**src/rtl/otf_converter.sv**
```systemverilog
// otf_converter: serial MSD-first on-the-fly conversion of a radix-2 signed-digit word to two's complement.
// Ports:
//   clk, rst_n            clock, asynchronous active-low reset
//   in_valid/in_ready     input handshake; din_p/din_n/din_msd_n are latched on acceptance
//   din_p, din_n          positive/negative digit components, bit i weighs +/-2^i
//   din_msd_n             top digit at position no_of_digits, value -din_msd_n
//   out_valid/out_ready   output handshake; dout held stable while out_valid is high
//   dout                  two's-complement result, no_of_digits+2 bits
//   out_zero, out_sign    dout==0 and dout sign bit (only with OTF_CONVERTER_STATUS_EN)
module otf_converter #(
   parameter int no_of_digits = 8
) (
   input  logic                    clk,
   input  logic                    rst_n,
   input  logic                    in_valid,
   output logic                    in_ready,
   input  logic [no_of_digits-1:0] din_p,
   input  logic [no_of_digits-1:0] din_n,
   input  logic                    din_msd_n,
   output logic                    out_valid,
   input  logic                    out_ready,
   output logic [no_of_digits+1:0] dout
`ifdef OTF_CONVERTER_STATUS_EN
   ,
   output logic                    out_zero,
   output logic                    out_sign
`endif
);
   localparam int W  = no_of_digits + 2;
   localparam int CW = $clog2(no_of_digits + 1);
   typedef enum logic [1:0] {IDLE, CONV, DONE} state_t;
   state_t                state_q;
   logic [no_of_digits:0] p_q, n_q;
   logic [W-1:0]          q_q, qm_q, q_d, qm_d;
   logic [CW-1:0]         cnt_q;
   logic                  dp, dn;
   // The top digit lives at index no_of_digits with only a negative component.
   always_comb begin
      dp   = p_q[cnt_q];
      dn   = n_q[cnt_q];
      q_d  = (dp & ~dn) ? {q_q[W-2:0], 1'b1}  : (dn & ~dp) ? {qm_q[W-2:0], 1'b1} : {q_q[W-2:0], 1'b0};
      qm_d = (dp & ~dn) ? {q_q[W-2:0], 1'b0}  : (dn & ~dp) ? {qm_q[W-2:0], 1'b0} : {qm_q[W-2:0], 1'b1};
   end
   always_ff @(posedge clk or negedge rst_n) begin
      if (!rst_n) begin
         state_q   <= IDLE;
         in_ready  <= 1'b1;
         out_valid <= 1'b0;
         dout      <= '0;
         q_q       <= '0;
         qm_q      <= '1;
         cnt_q     <= '0;
         p_q       <= '0;
         n_q       <= '0;
`ifdef OTF_CONVERTER_STATUS_EN
         out_zero  <= 1'b0;
         out_sign  <= 1'b0;
`endif
      end else begin
         case (state_q)
            IDLE: if (in_valid) begin
               p_q      <= {1'b0, din_p};
               n_q      <= {din_msd_n, din_n};
               q_q      <= '0;
               qm_q     <= '1;
               cnt_q    <= CW'(no_of_digits);
               in_ready <= 1'b0;
               state_q  <= CONV;
            end
            CONV: begin
               q_q   <= q_d;
               qm_q  <= qm_d;
               cnt_q <= cnt_q - 1'b1;
               if (cnt_q == '0) begin
                  state_q <= DONE;
`ifdef OTF_CONVERTER_STATUS_EN
                  out_zero <= (q_d == '0);
                  out_sign <= q_d[W-1];
`endif
               end
            end
            DONE: if (!out_valid) begin
               out_valid <= 1'b1;
               dout      <= q_q;
            end else if (out_ready) begin
               out_valid <= 1'b0;
               in_ready  <= 1'b1;
               state_q   <= IDLE;
            end
            default: state_q <= IDLE;
         endcase
      end
   end
endmodule

```
**config.mk**
```make
export PLATFORM = sky130hd
export DESIGN_NAME = otf_converter
export DESIGN_NICKNAME = d
export VERILOG_FILES = /design/src/rtl/otf_converter.sv
export SDC_FILE = /design/constraint.sdc
export NUM_CORES = 1
export LEC_CHECK = 0
export BUFFER_PORTS_ARGS = -buffer_cell sky130_fd_sc_hd__clkbuf_2
export CAP_MARGIN = 20
export CORE_UTILIZATION = 30
export DETAILED_ROUTE_END_ITERATION = 8
export PLACE_DENSITY = 0.48
export SLEW_MARGIN = 15
export SYNTH_ARGS = -nofsm -noshare
export SYNTH_HDL_FRONTEND = slang
export SYNTH_SLANG_ARGS = --single-unit
export TNS_END_PERCENT = 30
```
**constraint.sdc**
```tcl
create_clock -name clk -period 3 [get_ports clk]
set_input_delay 0.3 -clock clk [delete_from_list [all_inputs] [get_ports clk]]
set_output_delay 0.3 -clock clk [all_outputs]
set_load 0.01 [all_outputs]
```
=== Word level (Yosys, flattened, before mapping) ===
Index checks and enable logic that the tools add are counted.

* Bits in registers: 54
* Bits of input ports: 21
* Output and inout bits: 12
* Logic and storage cells: 56

* Add/sub/neg operators: 1
* Magnitude comparators: 1
* Equal/unequal tests: 6
* Muxes and demuxes: 25
* Bitwise gates (word level): 5
* Reduce and logical (&&, ||, !) cells: 9

{| class="wikitable"
|+ Operators with widths
! cell !! number
|-
| 10-bit two-way mux || 3
|-
| 10-bit case mux with 2 select lines || 1
|-
| 9-bit two-way mux || 2
|-
| 9-bit case mux with 2 select lines || 1
|-
| 1-bit binary-select mux with 4-bit select || 2
|-
| 1-bit two-way mux || 8
|-
| 2-bit two-way mux || 4
|-
| 2-bit inequality test (second input constant) || 4
|-
| 4-bit case mux with 2 select lines || 1
|-
| 4-bit AND reduction || 2
|-
| 2-bit case mux with 3 select lines || 1
|-
| 2-bit AND reduction || 3
|-
| 4-bit by 5-bit less-than comparator with 1-bit output (second input constant) || 1
|-
| 4-bit zero test || 1
|-
| 4-bit two-way mux || 1
|-
| 2-bit nonzero test || 2
|-
| 4-bit by 1-bit subtractor with 4-bit output (second input constant) || 1
|-
| 1-bit NOT || 3
|-
| 1-bit bitwise AND || 2
|-
| 2-bit by 1-bit equality test with 1-bit output (second input constant) || 1
|-
| 2-bit equality test (second input constant) || 1
|-
| 2-bit zero test || 1
|-
| 1-bit case mux with 2 select lines || 1
|}

=== Longest topological paths before layout ===
Gate-level depths: netlist of the first run.

* Depth after elaboration: 7
* Depth in mapped cells: 10
* Gate-level depth less buffers: 7

=== Worst setup path after synthesis of the first run ===
Ideal clock, no wire load.

* Path kind: flip-flop to flip-flop
* Start point: register cnt_q[0]
* End point: register q_q[3]
* Library setup time: 0.133 ns
* Arrival time: 2.075 ns
* Data required time: 2.867 ns
* Slack: 0.791 ns
* Cell stages (with the launch flop): 10
* Buffers on the path: 2
* Clock period less this slack: 2.209 ns
* Cells stage by stage: dfrtp_1 -> mux4_2 -> nand3b_1 -> and4_1 -> ha_1 -> buf_2 -> nand2b_1 -> buf_4 -> mux2i_1 -> o21ai_0

* Word-level cells in the longest chain between the ends: 7
* Elaborated cells between the ends (all ways): 11
* Those cells by class: mux (7); bitwise (4)

{| class="wikitable"
|+ RTL lines
! what !! RTL line !! RTL
|-
| start, declared || 35 || <nowiki>logic [CW-1:0] cnt_q;</nowiki>
|-
| start signal, assigned || 66 || <nowiki>cnt_q <= CW'(no_of_digits);</nowiki>
|-
| start signal, assigned || 73 || <nowiki>cnt_q <= cnt_q - 1'b1;</nowiki>
|-
| 1-bit binary-select mux with 4-bit select || 39 || <nowiki>dp = p_q[cnt_q];</nowiki>
|-
| 1-bit two-way mux (not written as such) || 39 ||
|-
| 1-bit NOT || 41 || <nowiki>q_d = (dp & ~dn) ? {q_q[W-2:0], 1'b1} : (dn & ~dp) ? {qm_q[W-2:0], 1'b1} : {q_q[W-2:0], 1'b0};</nowiki>
|-
| 1-bit bitwise AND || 41 ||
|-
| 10-bit two-way mux || 41 ||
|-
| 10-bit two-way mux * || 41 ||
|-
| 10-bit case mux with 2 select lines * || 60 || <nowiki>case (state_q)</nowiki>
|-
| end signal, assigned || 71 || <nowiki>q_q <= q_d;</nowiki>
|-
| end, declared || 34 || <nowiki>logic [W-1:0] q_q, qm_q, q_d, qm_d;</nowiki>
|}

Mark *: on every way between the ends. The rest lies on a longest branch, timed or not. The select of a mux whose other input is x is not followed.
A chain may end at the register's enable or synchronous reset.

=== Worst setup path in the final report of the first run ===
* Start point: register cnt_q[0]
* End point: register q_q[9]

The elaborated chain is that of the path after synthesis.

==> summary.md, run 1 <==
| Metric | Value |
|---|---|
| Final nets | 286 |
| Drt drc | 0 |
| Clock buffer depth | 2 |
| Post-synth net total | 255 |
| Fin Setup TNS | 0 ps |
| Layout cells sized above 1 | 0.274 |
| Starting density of the core | 0.316 |
| Core footprint | between 7000 and 8000 µm² |
| Post-synthesis mux area share | 0.154 |
| Synthesized cell area | 2480 µm² |
| Vias per cell | 4.64 |
| Cells after Synth | around 230 |
| Crit Path Category | register to register |
| CTS root buf | clkbuf_8 |
| Post-Synth XOR/XNOR Area | 0 |
| Clk_lat worst skew | 300 ps |
| Status | finished clean |
| Main combinational cell family by area after synthesis | simple AND/OR/NAND/NOR gates |
| Async set or reset register ratio after synthesis | 1.00 |
| Largest net degree at the start of global routing | 41 |
| Post-synth top flop | dfrtp_1 |
| Yosys cell types | 33 |
| I/O Buffers | 32 |
| Slew Limit Fails | 0 |
| Vias in the first global route | 1760 |
| CTS tree | yes |
| Clock sinks | 54 |
| RSZ-0062 raised after global routing | false |
| Final Hold Fails | 0 |
| Global-route wire length before repair | 8580 µm |
| FF+latch count, synth | 54 |
| Site row count | 32 |
| Final Skew | 4.88 ps |
| Slew headroom | 0.443 |
| Critical Path AT | around 2600 ps |
| Period utilization | 0.815 |
| Worst Path Max Fanout | 9 |
| Final setup vio count | 0 |
| Post-synthesis adder-cell area fraction | 0.0151 |
| Worst Path Required | ~3200 ps |
| Critical Path Start Type | register |
| Num CTS Buffers | 5 |
| Initial antenna violation count | 0 |
| Pwr/cell area | a little over 1000 nW/µm² |
| Slew at the pin closest to its max-slew limit | 835 ps |
| Power, Total | between 0.002 and 0.003 W |
| HP Start | din_n[6] |
| Synth Area in Simple Gates | 0.185 |
| GP Congestion | 0.766 |
| Ant. Diodes | 0 |
| Worst Hold Margin | 179 ps |
| Total gr overflow | 0 |
| Reg-to-reg critical path startpoint | cnt_q[0] |
| Area of the die | 8630 µm² |
| Clock transition at path regs | around 100 ps |
| Area growth, synth to finish | 15.1% |
| Max Cap Violations | 0 |
| DR vias | 1693 |
| Routed WL | 4990 µm |
| Number of synthesis warnings | 0 |
| Sequential area share after synthesis | 0.550 |
| Leak | between 1 and 1.5 nW |
| Crit. End Element | register |
| Max VDD drop | 0.297 mV |
| Die Height | 92.9 µm |
| Maximum level of the CTS H-tree | 2 |
| Wire per inst | around 14 µm |
| GRT Total Usage | 0.127 |
| Post-CTS Setup Inserts | 0 |
| Post-route ant nets | 0 |
| Post-synth EDFFs | 0 |
| Die X | roughly 93 µm |
| Synth Area in Compound Gates | 0.0610 |
| DR iter-0 viols | 76 |
| I/O pin count | 33 |
| Pre-Repair DR Iteration Count | 4 |
| Maximum clock rate | 409 MHz |
| Syn Area/Cell | 10.7 µm² |
| Crit path launch | cnt_q[0] |
| Tmin final | 2450 ps |
| Detailed placement HPWL | 3320 µm |
| HP Class | primary input to register |
==> cells in the mapped netlist, types with 2 or more instances <==
| library cell | n | area (µm²) |
|---|---|---|
| o21ai_0 | 12 | 60.1 |
| nand2b_1 | 5 | 31.3 |
| dfstp_2 | 10 | 263 |
| nand3b_1 | 2 | 15.0 |
| nor3_1 | 10 | 50.1 |
| nand3_1 | 15 | 75.1 |
| buf_2 | 8 | 40.0 |
| dfrtp_1 | 44 | 1100 |
| ha_1 | 3 | 37.5 |
| nand2_1 | 55 | 206 |
| a21oi_1 | 8 | 40.0 |
| inv_1 | 2 | 7.51 |
| mux4_2 | 3 | 67.6 |
| nor2_1 | 4 | 15.0 |
| mux2_2 | 12 | 135 |
| mux2i_1 | 18 | 180 |
| buf_4 | 2 | 15.0 |
| clkbuf_1 | 3 | 11.3 |
==> critical path: stages, from the launching register on <==
cell and delay, ps:
dfrtp_1 460, mux4_2 520, nand3b_1 110, and4_1 200, ha_1 150, nand2b_1 500
mux2i_1 260, o21ai_0 90
==> cells in the final DEF, fill, tap and decap left out, drive strengths merged, types with 2 or more instances in the layout <==
master,n
nand2b,5
nor2,5
mux2,12
clkbuf,40
nand3,15
dfstp,10
inv,2
mux4,3
o21ai,13
mux2i,18
ha,3
a21oi,8
nor3,10
nand2,55
nand3b,2
buf,5
dfrtp,44
==> logic make-up after synthesis <==
family                     after synthesis
AOI/OAI and AO/OA                       27
buffers and inverters                   16
DFF                                     54
muxes                                   33
adders and majority gates                3
and+or+nand+nor                         98
==> timing repair <==
| action | CTS | global route |
|---|---|---|
| gates resized for setup | 0 | 0 |
| hold endpoints to repair | 13 | 0 |
| hold buffers | 1 | 0 |
==> stage by stage <==
stage	utilization	cells	setup WS [ps]	cell area, µm²
floorplan	-	231	791	2480
global placement	0.347	355	558	2720
detailed placement	0.347	355	517	2720
CTS	0.362	364	526	2840
global route	0.364	365	301	2860
finish	0.364	365	554	2860
==> routing by layer <==
layer  share of wire  global-route usage  vias up  wire, µm
met3           0.027              0.0197        5       133
met5               0                   0        -         0
met2            0.44               0.205       28      2210
met4           0.012              0.0462        0        61
met1            0.52               0.173      806      2590
li1                -                   -      854         -
==> area by class of cell <==
class	instances	area [µm²]
Timing Repair Buffer	38	215
Inverter	2	7.51
Tap cell	102	128
Sequential cell	54	1360
Clock buffer	8	110
Fill cell	834	4990
Multi-Input combinational cell	161	1030
==> registers in the layout (all words and copies together), names as in the netlist <==
register,count
cnt_q,4
q_q,10
n_q,9
state_q,2
qm_q,9
dout,10
p_q,8
in_ready,1
out_valid,1
==> worst paths after layout <==
path                        endpoint  slack (ps)  cells past startpoint
setup / recovery              q_q[9]         550                      7
max in group asynchronous    qm_q[8]        1690                      3
hold reg to reg               n_q[2]         480                      2
min in group asynchronous  out_valid         440                      2
hold / removal                n_q[6]         180                      3
setup reg to reg              q_q[9]         550                      7
==> power breakdown <==
part	switching, W	internal, W	leakage, nW
combinational	0.000607	0.000545	0.647
sequential	0.000256	0.00108	0.661
clock	0.000233	0.000234	0.0575
total	0.00110	0.00186	1.37
Power figures use the tool's default switching activity.
==> run 2: changes to the inputs <==
==> constraint.sdc (replaced) <==
create_clock -name clk -period 2.5 [get_ports clk]
set_input_delay 0.25 -clock clk [delete_from_list [all_inputs] [get_ports clk]]
set_output_delay 0.25 -clock clk [all_outputs]
set_load 0.01 [all_outputs]
==> summary.md, run 2 (same netlist as run 1, synthesis figures left out) <==
| Metric | Value |
|---|---|
| Status | finished clean |
| Worst Hold Margin | 120 ps |
| Area growth, synth to finish | 15.7% |
| HP Class | primary input to register |
| Post-CTS Setup Inserts | 0 |
| Routed WL | roughly 4900 µm |
| Critical Path Start Type | register |
| Critical Path AT | around 2400 ps |
| GP Congestion | slightly above 0.8 |
| I/O Buffers | 32 |
| Pre-Repair DR Iteration Count | 4 |
| Clk_lat worst skew | 310 ps |
| Die X | about 93 µm |
| Wire per inst | 13.2 µm |
| Commonest non-fill, non-tap cell in the layout | nand2_1 |
| Crit Path Category | register to register |
| Vias in the first global route | between 1500 and 2000 |
| Final setup vio count | 0 |
| Vias per cell | 4.63 |
| Slew Limit Fails | 0 |
| GRT Total Usage | 0.128 |
| CTS tree | yes |
| Pwr/cell area | roughly 1200 nW/µm² |
| Placed cell area | 2760 µm² |
| Maximum clock rate | 447 MHz |
| Final Skew | 10.6 ps |
| Fin Setup TNS | 0 ps |
| Cell area after layout | approximately 2900 µm² |
| Post-Place Cells | 359 |
| Slew headroom | 0.586 |
| Die Height | about 93 µm |
| Starting density of the core | 0.316 |
| Post-route ant nets | 0 |
| Global-route wire length before repair | ~8600 µm |
| Clock sinks | 54 |
| Initial antenna violation count | 0 |
| DR iter-0 viols | 75 |
| Period utilization | 0.894 |
| Drt drc | 0 |
| Tmin final | ~2200 ps |
| Core footprint | 7850 µm² |
| Clock buffer depth | 2 |
| Maximum level of the CTS H-tree | 2 |
| Clock transition at path regs | 110 ps |
| Total gr overflow | 0 |
| Area of the die | 8630 µm² |
| Max VDD drop | 0.460 mV |
| Worst Path Required | 2680 ps |
| Worst Path Max Fanout | 9 |
| Top Registers | dout (10), q_q (10) |
| Sequential cell area | 1360 µm² |
| Layout Cells excl Fill | roughly 370 |
| Fillers | 848 |
| Detailed placement HPWL | 3350 µm |
| RSZ-0062 raised after global routing | false |
| Layout cells sized above 1 | 0.282 |
| CTS root buf | clkbuf_8 |
| I/O pin count | 33 |
| Slew at the pin closest to its max-slew limit | 622 ps |
| Largest net degree at the start of global routing | 34 |
| Final nets | 289 |
| Multi-input gate area | 1030 µm² |
| Ant. Diodes | 0 |
| Leak | 1.37 nW |
| Num CTS Buffers | 5 |
| Final Hold Fails | 0 |
| Commonest non-fill, non-tap cells in the layout | 55 x nand2_1, 44 x dfrtp_1, 32 x clkbuf_2 |
| Max Cap Violations | 0 |
| DR vias | ~1700 |
| Crit. End Element | register |
| Site row count | 32 |
run 2: cell types whose count changed in the layout (fill, tap and decap cells not counted):
cell and delta:
buf_4 +3, buf_8 -1, inv_6 +1, clkinv_4 +1
inv_8 +1, clkbuf_8 -3, buf_12 +1
run 2: what timing repair did:
| action | 4_1_cts | 5_1_grt |
|---|---|---|
| hold endpoints to repair | 20 | 0 |
| hold buffers | 1 | 0 |
| gates resized for setup | 0 | 0 |
run 2: power breakdown:
part / internal [W] / total (W) / switching, W
combinational: 0.000684 / 0.00142 / 0.000739
clock: 0.000210 / 0.000530 / 0.000319
sequential: 0.00129 / 0.00159 / 0.000299
run 2: layout make-up:
cell class,count,share of cell area
Sequential cell,54,0.475
Multi-Input combinational cell,161,0.359
Timing Repair Buffer,41,0.0846
Tap cell,102,0.0445
Clock buffer,5,0.0240
Clock inverter,3,0.0100
Inverter,2,0.00262
run 2: worst paths after layout:
path                                from   endpoint  slack [ps]  depth (start not counted)
worst max-delay path            cnt_q[2]     q_q[1]         270                          8
worst min-delay path            din_p[4]     p_q[4]         120                          3
worst max register to register  cnt_q[2]     q_q[1]         270                          8
worst min register to register    n_q[2]     n_q[2]         480                          2
max in group asynchronous          rst_n    qm_q[3]        1370                          3
min in group asynchronous          rst_n  out_valid         480                          2
run 2: through the flow:
stage	setup WS [ps]	util	power (W)
after detailed placement	256	0.352	0.00307
after global routing	63.5	0.366	0.00388
after floorplan	291	-	0.00266
after CTS	245	0.366	0.00362
after global placement	282	0.352	0.00304
final	265	0.366	0.00354
run 2: routing by layer:
| layer | share of wire | global-route usage | wire [µm] |
|---|---|---|---|
| met1 | 0.50 | 0.178 | 2440 |
| met2 | 0.45 | 0.196 | 2190 |
| met3 | 0.033 | 0.0222 | 159 |
| met4 | 0.013 | 0.0513 | 62 |
| met5 | 0 | 0 | 0 |
run 2: worst max-delay path: stages (launching register included):
cell and delay [ps]:
dfrtp_1 520, mux4_2 540, mux2i_1 200, nor2_1 70, ha_1 200, nand2b_1 130, buf_4 190, mux2i_1 170
o21ai_0 90
